[config.mk]
export PLATFORM = sky130hd
export DESIGN_NAME = clock_div_bank
export DESIGN_NICKNAME = d
export VERILOG_FILES = /design/src/rtl/clock_div_bank.sv
export SDC_FILE = /design/constraint.sdc
export NUM_CORES = 1
export LEC_CHECK = 0
export CORE_AREA = 2 2 164 166
export CTS_CLUSTER_SIZE = 24
export DETAILED_ROUTE_END_ITERATION = 16
export DIE_AREA = 0 0 166 168
export HOLD_SLACK_MARGIN = 0.12
export PLACE_DENSITY = 0.6
export SETUP_SLACK_MARGIN = 0.1
export SKIP_CTS_REPAIR_TIMING = 1
export SLEW_MARGIN = 40
export SYNTH_ARGS = -nofsm -noshare
export SYNTH_HDL_FRONTEND = slang
export SYNTH_SLANG_ARGS = --single-unit
[constraint.sdc]
create_clock -name clk_og -period 3.67 [get_ports clk_og]
set_clock_uncertainty 0.15 [all_clocks]
set_input_delay 0.734 -clock clk_og [delete_from_list [all_inputs] [get_ports clk_og]]
set_output_delay 0.734 -clock clk_og [all_outputs]
set_load 0.01 [all_outputs]
[src/rtl/clock_div_bank.sv]
`default_nettype none
// ============================================================================
// Module   : clock_div_bank
// Purpose  : Bank of NUM_CH independent programmable clock dividers. Each
//            channel makes a 50 % duty square wave whose half period is
//            (half + 1) clk_og cycles, plus a one-cycle tick that is
//            coincident with every rising edge of that square wave.
//            Half-period values can be loaded at runtime. Each channel has
//            its own run enable, and a global restart re-aligns all phases.
// Ports    : clk_og      - board clock, rising edge
//            rst_n       - asynchronous active-low reset
//            en_i        - per-channel run enable         [NUM_CH]
//            sync_clr_i  - synchronous restart of all channels
//            ld_en_i     - half-period load strobe
//            ld_ch_i     - channel selected for the load  [CH_W]
//            ld_half_i   - new half-period value          [CNT_W]
//            clk_out_o   - divided square waves           [NUM_CH]
//            tick_o      - rising-edge pulses             [NUM_CH]
// Revision : 1.0 - initial release
// ============================================================================
module clock_div_bank #(
  parameter int NUM_CH   = 4,
  parameter int CNT_W    = 26,
  parameter int DEF_HALF = 250000,
  parameter int CH_W     = (NUM_CH > 1) ? $clog2(NUM_CH) : 1
) (
  input  logic              clk_og,
  input  logic              rst_n,
  input  logic [NUM_CH-1:0] en_i,
  input  logic              sync_clr_i,
  input  logic              ld_en_i,
  input  logic [CH_W-1:0]   ld_ch_i,
  input  logic [CNT_W-1:0]  ld_half_i,
  output logic [NUM_CH-1:0] clk_out_o,
  output logic [NUM_CH-1:0] tick_o
);

  localparam logic [CNT_W-1:0] c_DEF_HALF = CNT_W'(DEF_HALF);

  for (genvar gi = 0; gi < NUM_CH; gi++) begin : g_ch
    localparam logic [CH_W-1:0] c_CH_IDX = CH_W'(gi);

    logic [CNT_W-1:0] half_q, half_d;
    logic [CNT_W-1:0] cnt_q,  cnt_d;
    logic             out_q,  out_d;
    logic             tick_q, tick_d;
    logic             ld_hit;

    // A select value of NUM_CH or above matches no channel, so an
    // out-of-range load leaves every channel alone.
    assign ld_hit = ld_en_i && (ld_ch_i == c_CH_IDX);

    always_comb begin
      half_d = half_q;
      cnt_d  = cnt_q;
      out_d  = out_q;
      tick_d = 1'b0;

      // The half register is written by a load even when a global restart
      // happens on the same edge. Only the counter and output are cleared.
      if (ld_hit) begin
        half_d = ld_half_i;
      end

      if (sync_clr_i || ld_hit || !en_i[gi]) begin
        cnt_d  = '0;
        out_d  = 1'b0;
        tick_d = 1'b0;
      end else if (cnt_q < half_q) begin
        cnt_d = cnt_q + CNT_W'(1);
      end else begin
        // Wrap: toggle. The tick fires only on the 0 -> 1 transition.
        cnt_d  = '0;
        out_d  = ~out_q;
        tick_d = ~out_q;
      end
    end

    always_ff @(posedge clk_og or negedge rst_n) begin
      if (!rst_n) begin
        half_q <= c_DEF_HALF;
        cnt_q  <= '0;
        out_q  <= 1'b0;
        tick_q <= 1'b0;
      end else begin
        half_q <= half_d;
        cnt_q  <= cnt_d;
        out_q  <= out_d;
        tick_q <= tick_d;
      end
    end

    assign clk_out_o[gi] = out_q;
    assign tick_o[gi]    = tick_q;
  end

endmodule
`default_nettype wire

==> impl_metrics.yaml <==
status:
  outcome: "completed"
layout:
  layout_commonest_cell: "dfrtp_1"
  drive_gt1_share_pct: 13.6
  nFillCells: 2416
  finalNetCount: 1306
  final_cell_mix: "dfrtp_1 (188), nor2_1 (133), inv_1 (112)"
  n_antenna_cell: 0
  final_util_pct: 49.9
  area_growth_pct: 13.8
synthesis:
  ys_types: 49
  synth-seq-area-share_pct: 47.1
  syn_nets: 1258
  synthTopCellsByArea: "dfrtp_1 (41%), ha_1 (11%), mux2_2 (7.7%)"
  syn_area_sq_um: 11600
  synth_edf_count: 0
  synthArstFlopShare_pct: 100
  synth_top_area_share_pct: 40.7
  synth.largest_area_cell: "dfrtp_1"
  synthFlopType: "dfrtp_1"
  synth_warnings: 0
  ys_ff_latch: 216
  syn_inst: 1118
  avgSynthCellArea_sq_um: 10.3
placed_design:
  gp_congestion: 0.821
  io_buffers: 43
  hpwl_um: 18100
floorplan:
  die_h_um: 168
  initial_core_util_pct: 43.9
  std_cell_rows: 60
  die_area_sq_um: 27900
  pin_count: 44
  core_area_sq_um: 26400
  die_w_um: 166
clock_tree:
  numCtsBuffers: 25
  cts_root_buf: "clkbuf_16"
  cts_tree: "built"
  htreeDepth: 1
  clock_latency_ns: 0.52
  clkSinkCount: 216
  clkTransAtPathRegs_ns: 0.06
  clk_path_buf_depth: 3
sta:
  fmax_mhz: 350
  fin_crit_ns: 2.86
  hold_violations: 0
  setup_viol_count_final: 0
  fin_setup_tns_ns: 0
  finalCritPeriodShare_pct: 77.9
  relSlewSlack_pct: 50.5
  finalMaxSlewViolations: 0
  rsz0062_at_grt: "no"
  worstMarginPinSlew_ns: 0.743
global_routing:
  grt_usage_pct: 18.5
  grt_pass1_wl_um: 42200
  grt_max_degree: 93
  grt_pass1_vias: 7978
  overflow: 0
  antenna_found_initial: 0
critical_path:
  slowest_stage: "nor4_1"
  arrival_ns: 3.11
  crit_fanout: 19
  cpPeakStageDelay_ns: 0.53
  worstSetupPathType: "flip-flop to flip-flop"
  path_cells: "ha_1, nand4_1, nor4_1, nand3_1, o211ai_1, buf_4, nor2_1"
  startpoint: "g_ch[2].cnt_q[21]"
  required_ns: 3.92
  start_kind: "flip-flop"
  end_kind: "flip-flop"
  rr_startpoint: "g_ch[2].cnt_q[21]"
detailed_routing:
  wl_per_cell_um: 16.4
  drc: 0
  ant_nets: 0
  routed_wl_um: 25000
  dr.pass1.iters: 4
  dr_total_vias: 7811
  viasPerCell: 5.12
  drt_iter0_markers: 395
worst_hold_path:
  hp-class: "input port to async pin"
power:
  max-vdd-ir-drop_mv: 0.394
  p_leak_nw: 6.18
  power.density_nw_per_um2: 451
flow_run:
  maxCapViolations: 0
[power by group]
group / leakage, nW / total [mW] / switching [mW] / internal (mW)
clock: 0.389 / 2.46 / 0.987 / 1.48
sequential: 2.76 / 2.75 / 0.110 / 2.64
combinational: 3.03 / 0.716 / 0.395 / 0.322
[per-stage QoR]
step	setup WS [ns]	hold WS, ns	area (sq um)	std cells	total power [mW]
6_report	0.811	0.0676	13200	1525	5.93
2_1_floorplan	1.25	0.288	11600	1118	3.23
3_3_place_gp	0.397	0.338	12300	1480	3.49
5_1_grt	0.484	0.129	13200	1525	6.22
4_1_cts	0.780	0.104	13200	1525	6.01
3_5_place_dp	0.452	0.344	12400	1480	3.52
[critical path, delay by kind of cell (launching register included)]
kind / cells / cell delay (ns)
buf+inv: 1 / 0.34
compound gates: 1 / 0.50
fa+ha+maj: 1 / 0.34
simple gates: 4 / 0.96
flops: 1 / 0.44
[logic make-up after synthesis]
family	after synthesis	synth area share, %
AOI/OAI and AO/OA	115	6.09
xor gates and xnor gates	96	7.27
DFF	216	47.1
muxes	83	8.04
adders and majority gates	104	11.3
and+or+nand+nor	359	15.0
buffers and inverters	145	5.30
[layer usage]
metal  share of wire (%)  GRT usage (%)  wire length (um)
met5                   0              0                 0
met4                 1.7           3.63               425
met3                 2.5           2.23               623
met2                  48           32.5             12100
met1                  47           25.0             11900
[area by class of cell]
cell class | count | area (sq um) | area share [%]
clock buffers | 39 | 718 | 5.46
multi-input cells | 757 | 5530 | 42.0
well taps | 341 | 427 | 3.24
clock inverters | 6 | 82.6 | 0.628
repair buffers | 54 | 543 | 4.13
inverters | 112 | 420 | 3.20
flip-flops and latches | 216 | 5440 | 41.3
[worst paths after layout]
path                            slack [ns]  cells after the start                 end
max in group asynchronous             2.42                      2  g_ch[3].half_q[14]
worst max register to register        0.81                      7   g_ch[2].cnt_q[16]
worst min-delay path                  0.07                      1   g_ch[1].cnt_q[18]
min in group clk_og                   0.35                      1  g_ch[1].half_q[19]
worst max-delay path                  0.81                      7   g_ch[2].cnt_q[16]
worst min register to register        0.35                      1  g_ch[1].half_q[19]
[sequential cells by signal, indices dropped and copies added, names as in the netlist]
register and count:
g_ch.cnt_q 104, g_ch.half_q 104, g_ch.out_q 4, g_ch.tick_q 4
[cells in the mapped netlist, drive strengths merged (5+ instances only)]
cell,number
a21o,15
a21oi,33
and3,26
and4,14
buf,19
clkbuf,14
dfrtp,188
dfstp,28
ha,104
inv,112
mux2,79
nand2,74
nand2b,9
nand3,41
nand4,36
nor2,134
nor3,5
nor4,5
o21ai,44
xnor2,38
xor2,58
Note: power is estimated with default switching activity, not from simulation.
